[config.mk]
export PLATFORM = sky130hd
export DESIGN_NAME = timer_ctrl_flat
export DESIGN_NICKNAME = d
export VERILOG_FILES = /design/src/rtl/timer_ctrl_if.sv /design/src/rtl/timer_ctrl.sv /design/src/flat_wrapper.sv
export SDC_FILE = /design/constraint.sdc
export NUM_CORES = 1
export LEC_CHECK = 0
export CAP_MARGIN = 30
export CORE_MARGIN = 2
export CORE_UTILIZATION = 45
export CTS_CLUSTER_DIAMETER = 30
export DETAILED_ROUTE_END_ITERATION = 10
export PLACE_DENSITY = 0.8
export REMOVE_ABC_BUFFERS = 1
export SKIP_LAST_GASP = 1
export SLEW_MARGIN = 20
export SYNTH_ARGS = -nofsm -noshare
export SYNTH_HDL_FRONTEND = slang
export SYNTH_SLANG_ARGS = --single-unit
export TNS_END_PERCENT = 10
[constraint.sdc]
create_clock -name CLK -period 1.65 [get_ports CLK]
set_input_delay 0.495 -clock CLK [delete_from_list [all_inputs] [get_ports CLK]]
set_output_delay 0.495 -clock CLK [all_outputs]
set_load 0.01 [all_outputs]
[src/rtl/timer_ctrl_if.sv]
// Host command channel, ISI write port and interrupt signals of timer_ctrl.
interface timer_ctrl_if;
    logic        CMD_VALID;
    logic        CMD_READY;
    logic [1:0]  CMD_OP;
    logic [31:0] CMD_DATA;
    logic        ACT;
    logic [7:0]  BE;
    logic [63:0] DI;
    logic        INTR;
    logic        IRQ_CLR;
    logic [7:0]  IRQ_CNT;
    logic        IRQ;
    logic        BUSY;
    logic        DONE;

    // Host side: issues commands, drives the interrupt, observes status.
    modport master (
        output CMD_VALID, CMD_OP, CMD_DATA, INTR, IRQ_CLR,
        input  CMD_READY, ACT, BE, DI, IRQ_CNT, IRQ, BUSY, DONE
    );

    // Controller side.
    modport slave (
        input  CMD_VALID, CMD_OP, CMD_DATA, INTR, IRQ_CLR,
        output CMD_READY, ACT, BE, DI, IRQ_CNT, IRQ, BUSY, DONE
    );
endinterface

[src/rtl/timer_ctrl.sv]
// Timer controller: turns host commands into single-cycle ISI writes,
// counts interrupt edges and auto-stops the timer after a one-shot fires.
module timer_ctrl (
    input logic         CLK,
    input logic         RESET,
    timer_ctrl_if.slave bus
);
    typedef enum logic [1:0] {
        IDLE  = 2'd0,
        ISSUE = 2'd1,
        GUARD = 2'd2
    } state_t;

    typedef enum logic [1:0] {
        OP_CONFIG  = 2'd0,
        OP_LOADCNT = 2'd1,
        OP_STOP    = 2'd2,
        OP_ONESHOT = 2'd3
    } op_t;

    state_t      state_q, state_d;
    logic [7:0]  be_q, be_d;
    logic [63:0] di_q, di_d;
    logic        auto_q, auto_d;
    logic        armed_q, armed_d;
    logic        stop_pend_q, stop_pend_d;
    logic        intr_q;
    logic [7:0]  irq_cnt_q, irq_cnt_d;
    logic        accept;
    logic        intr_edge;
    op_t         op;

    assign op        = op_t'(bus.CMD_OP);
    assign intr_edge = bus.INTR & ~intr_q;

    // Next-state and write-payload capture for the IDLE/ISSUE/GUARD sequencer.
    always_comb begin
        // NOTE: every variable gets a default first so no path can infer a latch.
        state_d = state_q;
        be_d    = be_q;
        di_d    = di_q;
        auto_d  = auto_q;
        accept  = 1'b0;
        case (state_q)
            IDLE: begin
                if (stop_pend_q) begin
                    // Auto-stop wins over any waiting host command.
                    state_d = ISSUE;
                    be_d    = 8'hF7;
                    di_d    = '0;
                    auto_d  = 1'b1;
                end else if (bus.CMD_VALID) begin
                    accept  = 1'b1;
                    state_d = ISSUE;
                    auto_d  = 1'b0;
                    case (op)
                        OP_LOADCNT: begin
                            be_d = 8'h0F;
                            di_d = {bus.CMD_DATA, 32'h0};
                        end
                        OP_STOP: begin
                            be_d = 8'hF7;
                            di_d = '0;
                        end
                        default: begin
                            // CONFIG and ONESHOT: scaler plus ENA/AR/SEL.
                            be_d = 8'hF0;
                            di_d = {32'h0, bus.CMD_DATA[31:29], 5'h00, bus.CMD_DATA[23:0]};
                        end
                    endcase
                end
            end
            ISSUE:   state_d = GUARD;
            GUARD:   state_d = IDLE;
            default: state_d = IDLE;
        endcase
    end

    // One-shot arming and pending auto-stop bookkeeping.
    always_comb begin
        armed_d     = armed_q;
        stop_pend_d = stop_pend_q;
        if (state_q == IDLE && stop_pend_q) begin
            stop_pend_d = 1'b0;
        end
        if (intr_edge && armed_q) begin
            armed_d     = 1'b0;
            stop_pend_d = 1'b1;
        end
        if (accept) begin
            case (op)
                OP_ONESHOT:        armed_d = 1'b1;
                OP_CONFIG, OP_STOP: armed_d = 1'b0;
                default:           armed_d = armed_d;
            endcase
        end
    end

    // Saturating interrupt edge counter; a clear coinciding with an edge keeps that edge.
    always_comb begin
        irq_cnt_d = irq_cnt_q;
        if (bus.IRQ_CLR) begin
            irq_cnt_d = intr_edge ? 8'd1 : 8'd0;
        end else if (intr_edge && irq_cnt_q != 8'hFF) begin
            irq_cnt_d = irq_cnt_q + 8'd1;
        end
    end

    // State registers with asynchronous active-low reset.
    always_ff @(posedge CLK or negedge RESET) begin
        if (!RESET) begin
            state_q     <= IDLE;
            be_q        <= 8'hFF;
            di_q        <= '0;
            auto_q      <= 1'b0;
            armed_q     <= 1'b0;
            stop_pend_q <= 1'b0;
            intr_q      <= 1'b0;
            irq_cnt_q   <= 8'd0;
        end else begin
            // NOTE: non-blocking assignments so every register samples pre-edge values.
            state_q     <= state_d;
            be_q        <= be_d;
            di_q        <= di_d;
            auto_q      <= auto_d;
            armed_q     <= armed_d;
            stop_pend_q <= stop_pend_d;
            intr_q      <= bus.INTR;
            irq_cnt_q   <= irq_cnt_d;
        end
    end

    // The ISI write is visible only in ISSUE; otherwise the port idles.
    assign bus.ACT       = (state_q == ISSUE);
    assign bus.BE        = bus.ACT ? be_q : 8'hFF;
    assign bus.DI        = bus.ACT ? di_q : 64'h0;
    assign bus.DONE      = (state_q == GUARD) && auto_q;
    assign bus.BUSY      = (state_q != IDLE) || stop_pend_q;
    assign bus.CMD_READY = (state_q == IDLE) && !stop_pend_q;
    assign bus.IRQ_CNT   = irq_cnt_q;
    assign bus.IRQ       = (irq_cnt_q != 8'd0);
endmodule

[src/flat_wrapper.sv]
// flat-port wrapper written by rule: the top's interface ports become plain ports
module timer_ctrl_flat 
  (CLK, RESET, bus_CMD_VALID, bus_CMD_OP, bus_CMD_DATA, bus_INTR, bus_IRQ_CLR, bus_CMD_READY, bus_ACT, bus_BE, bus_DI, bus_IRQ_CNT, bus_IRQ, bus_BUSY, bus_DONE);
  timer_ctrl_if bus_i ();
  input logic CLK;
  input logic RESET;
  input wire logic [$bits(bus_i.CMD_VALID)-1:0] bus_CMD_VALID;
  input wire logic [$bits(bus_i.CMD_OP)-1:0] bus_CMD_OP;
  input wire logic [$bits(bus_i.CMD_DATA)-1:0] bus_CMD_DATA;
  input wire logic [$bits(bus_i.INTR)-1:0] bus_INTR;
  input wire logic [$bits(bus_i.IRQ_CLR)-1:0] bus_IRQ_CLR;
  output wire logic [$bits(bus_i.CMD_READY)-1:0] bus_CMD_READY;
  output wire logic [$bits(bus_i.ACT)-1:0] bus_ACT;
  output wire logic [$bits(bus_i.BE)-1:0] bus_BE;
  output wire logic [$bits(bus_i.DI)-1:0] bus_DI;
  output wire logic [$bits(bus_i.IRQ_CNT)-1:0] bus_IRQ_CNT;
  output wire logic [$bits(bus_i.IRQ)-1:0] bus_IRQ;
  output wire logic [$bits(bus_i.BUSY)-1:0] bus_BUSY;
  output wire logic [$bits(bus_i.DONE)-1:0] bus_DONE;
  assign bus_i.CMD_VALID = bus_CMD_VALID;
  assign bus_i.CMD_OP = bus_CMD_OP;
  assign bus_i.CMD_DATA = bus_CMD_DATA;
  assign bus_i.INTR = bus_INTR;
  assign bus_i.IRQ_CLR = bus_IRQ_CLR;
  assign bus_CMD_READY = bus_i.CMD_READY;
  assign bus_ACT = bus_i.ACT;
  assign bus_BE = bus_i.BE;
  assign bus_DI = bus_i.DI;
  assign bus_IRQ_CNT = bus_i.IRQ_CNT;
  assign bus_IRQ = bus_i.IRQ;
  assign bus_BUSY = bus_i.BUSY;
  assign bus_DONE = bus_i.DONE;
  timer_ctrl u_core (.CLK(CLK), .RESET(RESET), .bus(bus_i));
endmodule
* Word level (Yosys, flattened, before mapping) *
Cells that the tools add are included.

word-level totals
  word-level logic and storage cells = 58
  register bits = 86
  input port bits = 39
  output and inout port bits = 85

cells by class
  bitwise logic cells = 2
  muxes and demuxes = 24
  eq/ne operators = 7
  reductions and logical operators = 16
  $add $sub $neg = 1

operators by type and width
  operator                                                               number
  64-bit 2-to-1 mux                                                      3
  64-bit one-hot mux with 2 select lines                                 1
  8-bit 2-to-1 mux                                                       5
  8-bit one-hot mux with 2 select lines                                  1
  1-bit 2-to-1 mux                                                       10
  8-bit by 1-bit adder with 8-bit output, second input constant          1
  8-bit != test, second input constant                                   1
  2-bit nonzero test                                                     4
  8-bit nonzero test                                                     1
  2-bit equality test, second input constant                             3
  1-bit logical AND                                                      5
  2-bit by 1-bit equality test with 1-bit output, second input constant  2
  2-bit zero test                                                        2
  2-bit 2-to-1 mux                                                       2
  2-bit one-hot mux with 2 select lines                                  1
  3-bit by 2-bit != test with 1-bit output, second input constant        1
  1-bit one-hot mux with 2 select lines                                  1
  2-bit AND reduction                                                    1
  2-bit OR reduction                                                     1
  1-bit bitwise AND                                                      1
  1-bit zero test                                                        1
  1-bit logical OR                                                       1
  1-bit NOT                                                              1

* Depth between registers and ports, before layout *
  depth in word-level cells = 6
  mapped depth = 6
  gate-level depth less buffers = 4

* Worst setup path after synthesis *
No wires, ideal clock.

  path type = register to output
  start = register u_core.state_q[0]
  end = output bus_BE[5]
  buffers on the path = 3
  path slack = -31 ps
  stages on the path, launching flop included = 6
  arrival time = 1186 ps
  required time = 1155 ps
  path through = dfrtp_1 -> nor2b_1 -> buf_2 -> buf_2 -> nand2_1 -> buf_4

between the ends
  word-level cells in the longest chain between the ends = 2

ends and longest elaborated chain
  element                                         line                source
  start: declaration                              timer_ctrl.sv:21    state_t state_q, state_d;
  start signal: assignment                        timer_ctrl.sv:122   state_q <= state_d;
  2-bit by 1-bit equality test with 1-bit output  timer_ctrl.sv:134   assign bus.ACT = (state_q == ISSUE);
  via bus_ACT                                     flat_wrapper.sv:13  output wire logic [$bits(bus_i.ACT)-1:0] bus_ACT;
  8-bit 2-to-1 mux                                timer_ctrl.sv:135   assign bus.BE = bus.ACT ? be_q : 8'hFF;
  end: declaration                                flat_wrapper.sv:14  output wire logic [$bits(bus_i.BE)-1:0] bus_BE;

The timed path passes the listed nets, and every way through them passes these cells.

* Final worst setup path *
  start = register u_core.state_q[0]
  end = output bus_DI[53]

between the ends
  word-level cells in the longest chain between the ends = 2

ends and longest elaborated chain
  element                                         line                source
  2-bit by 1-bit equality test with 1-bit output  timer_ctrl.sv:134
  64-bit 2-to-1 mux                               timer_ctrl.sv:136   assign bus.DI = bus.ACT ? di_q : 64'h0;
  end: declaration                                flat_wrapper.sv:15  output wire logic [$bits(bus_i.DI)-1:0] bus_DI;

Every way passes these cells.

==> flow_summary.rst <==
.. list-table::
   :header-rows: 1

   * - Metric
     - Value
   * - Lkg Pwr
     - 2.557 nW
   * - Prevailing post-synth register cell
     - dfrtp_1
   * - Final ANT Viol Nets
     - 0
   * - Nature of the critical path endpoint
     - output port
   * - Drt first-iter violations
     - around 140
   * - Port buffer count
     - 118
   * - Synthesized cell area
     - 0.003530 mm2
   * - Mean area per synthesized cell
     - around 12 um2
   * - RSZ-0062 raised after global routing
     - yes
   * - Filler Cells Inserted
     - 624
   * - Storage element area
     - 0.001906 mm2
   * - Status
     - complete, but fails checks
   * - Worst-case clock buffer depth
     - 2
   * - Failing checks
     - negative setup slack
   * - Worst reg2reg endpoint
     - u_core.di_q[29]
   * - Flop2flop setup slack
     - -140 ps
   * - Final-layout setup total negative slack
     - -39330 ps
   * - Ports placed on the boundary
     - between 100 and 150
   * - Post-route minimum period
     - 2114 ps
   * - CP max FO
     - 10
   * - Share of synthesized area occupied by flip-flops and latches
     - around 54%
   * - Clock slew seen by the registers of the worst setup and hold paths
     - 80 ps
   * - Layout overhead on the synthesized area
     - 41.44%
   * - Post-detailed-route DRC marker count
     - 0
   * - Number of buffers created by CTS
     - 9
   * - Reg2reg start
     - u_core.state_q[0]
   * - Placer Congestion
     - 0.8627
   * - Fraction of layout cells with a size suffix above 1
     - about 29%
   * - Gate Count Post-Synth
     - 301
   * - Count of warnings emitted by yosys
     - 0
   * - Number of register bits inferred by synthesis
     - 76
   * - Total clock sinks
     - 76
   * - Wire length of the first global-routing pass
     - 13.97 mm
   * - Area of the multi-input gates
     - 0.001403 mm2
   * - Horizontal die dimension
     - approximately 90 um
   * - Worst-path cell chain
     - buf_4 -> nor2b_4 -> buf_12 -> clkbuf_16 -> and2_1 -> clkbuf_2
   * - Average wire length per cell after detail routing
     - 16.85 um
   * - Root Driver
     - clkbuf_8
   * - Number of vias per cell after detailed routing
     - around 5.3
   * - Initial core utilization
     - 46.16%
   * - Detailed-route via count
     - 2888
   * - Final nets
     - 485
   * - Number of placement rows
     - 32
   * - Fraction of power consumed by sequential logic
     - about two fifths
   * - Final count of hold timing violations
     - 0
   * - Clock insertion delay at the later pin of the skew report
     - ~350 ps
   * - Startpoint kind of the worst setup timing path
     - flip-flop
   * - Logic gate share of total power
     - 37.5%
   * - Number of antenna violations at the first check in global routing
     - 0
   * - Ratio of final minimum period to clock period
     - 128.1%
   * - Worst slack after detailed placement
     - -356.4 ps
   * - Class of the most critical hold timing path
     - in -> async
   * - Smallest setup slack after layout
     - -463.8 ps
   * - Worst voltage drop across the vdd grid
     - between 0.0006 and 0.0007 V
   * - Required @ worst endpoint
     - between 1000 and 1500 ps
   * - Path type of the worst setup path
     - reg -> out
   * - Cell with the largest stage delay on the worst path
     - dfrtp_1
   * - Initial DRT Pass Iterations
     - 4
   * - Peak per-stage delay on the critical path
     - 420 ps
   * - Number of global-route vias before repair
     - 2802
   * - Fraction of power spent switching nets
     - 32.21%
   * - Reported max-cap violation count
     - 0
   * - Relative contribution of the clock network to total power
     - between 20% and 30%
   * - Switching Power
     - 0.002122 W
   * - Unique masters post-synth
     - 38
   * - Highest clock frequency the design can meet
     - around 470 MHz
   * - Total routed wirelength
     - just over 9 mm
   * - Die Footprint
     - 0.008568 mm2
   * - Async set-or-reset flop fraction in the synthesized netlist
     - 100.0%
   * - Placed wire-length estimate
     - 6.028 mm
   * - Antenna fix cells
     - 0
   * - Register-to-Register Path Depth
     - 7
   * - GR Util All Layers
     - 20.59%
   * - Core ar.
     - 0.007647 mm2
   * - Number of levels the H-tree was split into
     - 3
   * - Overflow after GRT
     - 0
   * - Final Max Slew Viols
     - 0
   * - Maximum number of pins on one net before global-route repair
     - 41
   * - Power per cell area
     - 1320 mW/mm2
   * - Setup violators final
     - 142
   * - Number of synthesized flops with an enable pin
     - 0
   * - Hold-fix buffers, CTS
     - 0
   * - Crit path arrival time
     - ~1600 ps
   * - Die H
     - 92.57 um
   * - Clock skew
     - 12.51 ps
   * - CTS tree
     - built
   * - Internal Dissipation
     - ~0.0045 W
## logic make-up after synthesis
logic type      Yosys count  synth area share [%]
simple gates             96                 16.98
compound gates           78                 18.40
flops                    76                 53.99
buf+inv                  41                 7.515
fa+ha+maj                 6                 2.127
mux                       3                0.8862
other cells               1                0.1062
## placed cells by master (no fill, tap or decap), drive strengths merged, types with 5 or more instances in the layout
cell type,netlist,routed
a21oi,7,7
a22o,60,60
and2,61,61
buf,26,39
clkbuf,6,75
clkdlybuf4s50,0,45
conb,1,5
dfrtp,73,73
dlymetal6s2s,0,7
ha,6,6
inv,9,10
nand2,8,8
## power groups by stage
| stage | Combinational (W) | Clock, W | Sequential (W) |
|---|---|---|---|
| floorplan | 0.00110 | 0 | 0.00266 |
| global placement | 0.00232 | 0 | 0.00273 |
| global route | 0.00267 | 0.00148 | 0.00278 |
| CTS | 0.00241 | 0.00141 | 0.00272 |
| detailed placement | 0.00239 | 0 | 0.00275 |
| finish | 0.00247 | 0.00139 | 0.00273 |
## how the worst max path moves through the flow
stage                           start          to  slack, ps
global route        u_core.state_q[0]  bus_DI[38]       -510
global placement    u_core.state_q[0]  bus_DI[21]       -310
finish              u_core.state_q[0]  bus_DI[53]       -460
detailed placement  u_core.state_q[0]  bus_DI[38]       -360
floorplan           u_core.state_q[0]   bus_BE[4]      -1400
CTS                 u_core.state_q[0]  bus_DI[38]       -750
## cell type report
class	count	share of cell area, %
Clock buffer	10	2.556
Multi-Input combinational cell	188	28.10
Timing Repair Buffer	156	26.67
Clock inverter	6	1.278
Tap cell	102	2.556
Sequential cell	76	38.17
Inverter	9	0.6767
## worst max-delay path: cells and delay by family (launching register included)
family,cells,cell delay [ps]
flops,1,420
buf+inv,4,590
simple gates,2,280
## sequential cells by signal (all words and copies together), names as in the netlist
register	cells
u_core.bus.IRQ_CNT	8
u_core.di_q	59
u_core.state_q	2
u_core.intr_q	1
u_core.be_q	3
u_core.armed_q	1
u_core.stop_pend_q	1
u_core.auto_q	1
## repair_timing
| action | CTS | global route |
|---|---|---|
| pin swaps | 0 | 1 |
| gates cloned | 0 | 4 |
| resized for setup | 3 | 142 |
| setup buffers | 0 | 5 |
| setup endpoints to repair | 80 | 87 |
## metrics by stage
stage	power, W	hold WS, ps	util, %	instances	instance area, um2
floorplan	0.003760	199.4	-	273	3313
global placement	0.005050	422.9	64.86	523	4960
detailed placement	0.005139	431.9	64.86	523	4960
CTS	0.006533	59.05	67.38	539	5152
global route	0.006942	73.49	65.28	547	4992
finish	0.006588	52.51	65.28	547	4992
## synth_stat cells (2+ instances only)
cell	number	area, um2
a311oi_1	3	26.28
dfstp_2	3	78.83
and4_1	2	17.52
mux2i_1	2	20.02
inv_1	8	30.03
a21boi_0	2	15.01
clkbuf_1	6	22.52
and2_1	61	381.6
nor3_1	2	10.01
buf_6	5	56.30
and4b_1	4	40.04
dfrtp_1	73	1827
buf_2	8	40.04
a21oi_1	7	35.03
ha_1	6	75.07
nor2_1	4	15.01
nand2b_1	4	25.02
a22o_1	60	525.5
nand2_1	8	30.03
nor2b_1	4	25.02
buf_4	11	82.58
buf_8	2	30.03
## metal layers
metal / GRT usage [%] / vias up / part of all wire (%)
met2: 31.93 / 110 / 48
met5: 0 / - / 0
met3: 3.580 / 12 / 5.6
met4: 6.468 / 0 / 1.4
met1: 29.66 / 1430 / 45
li1: - / 1336 / -
Note: power is estimated with default switching activity, not from simulation.
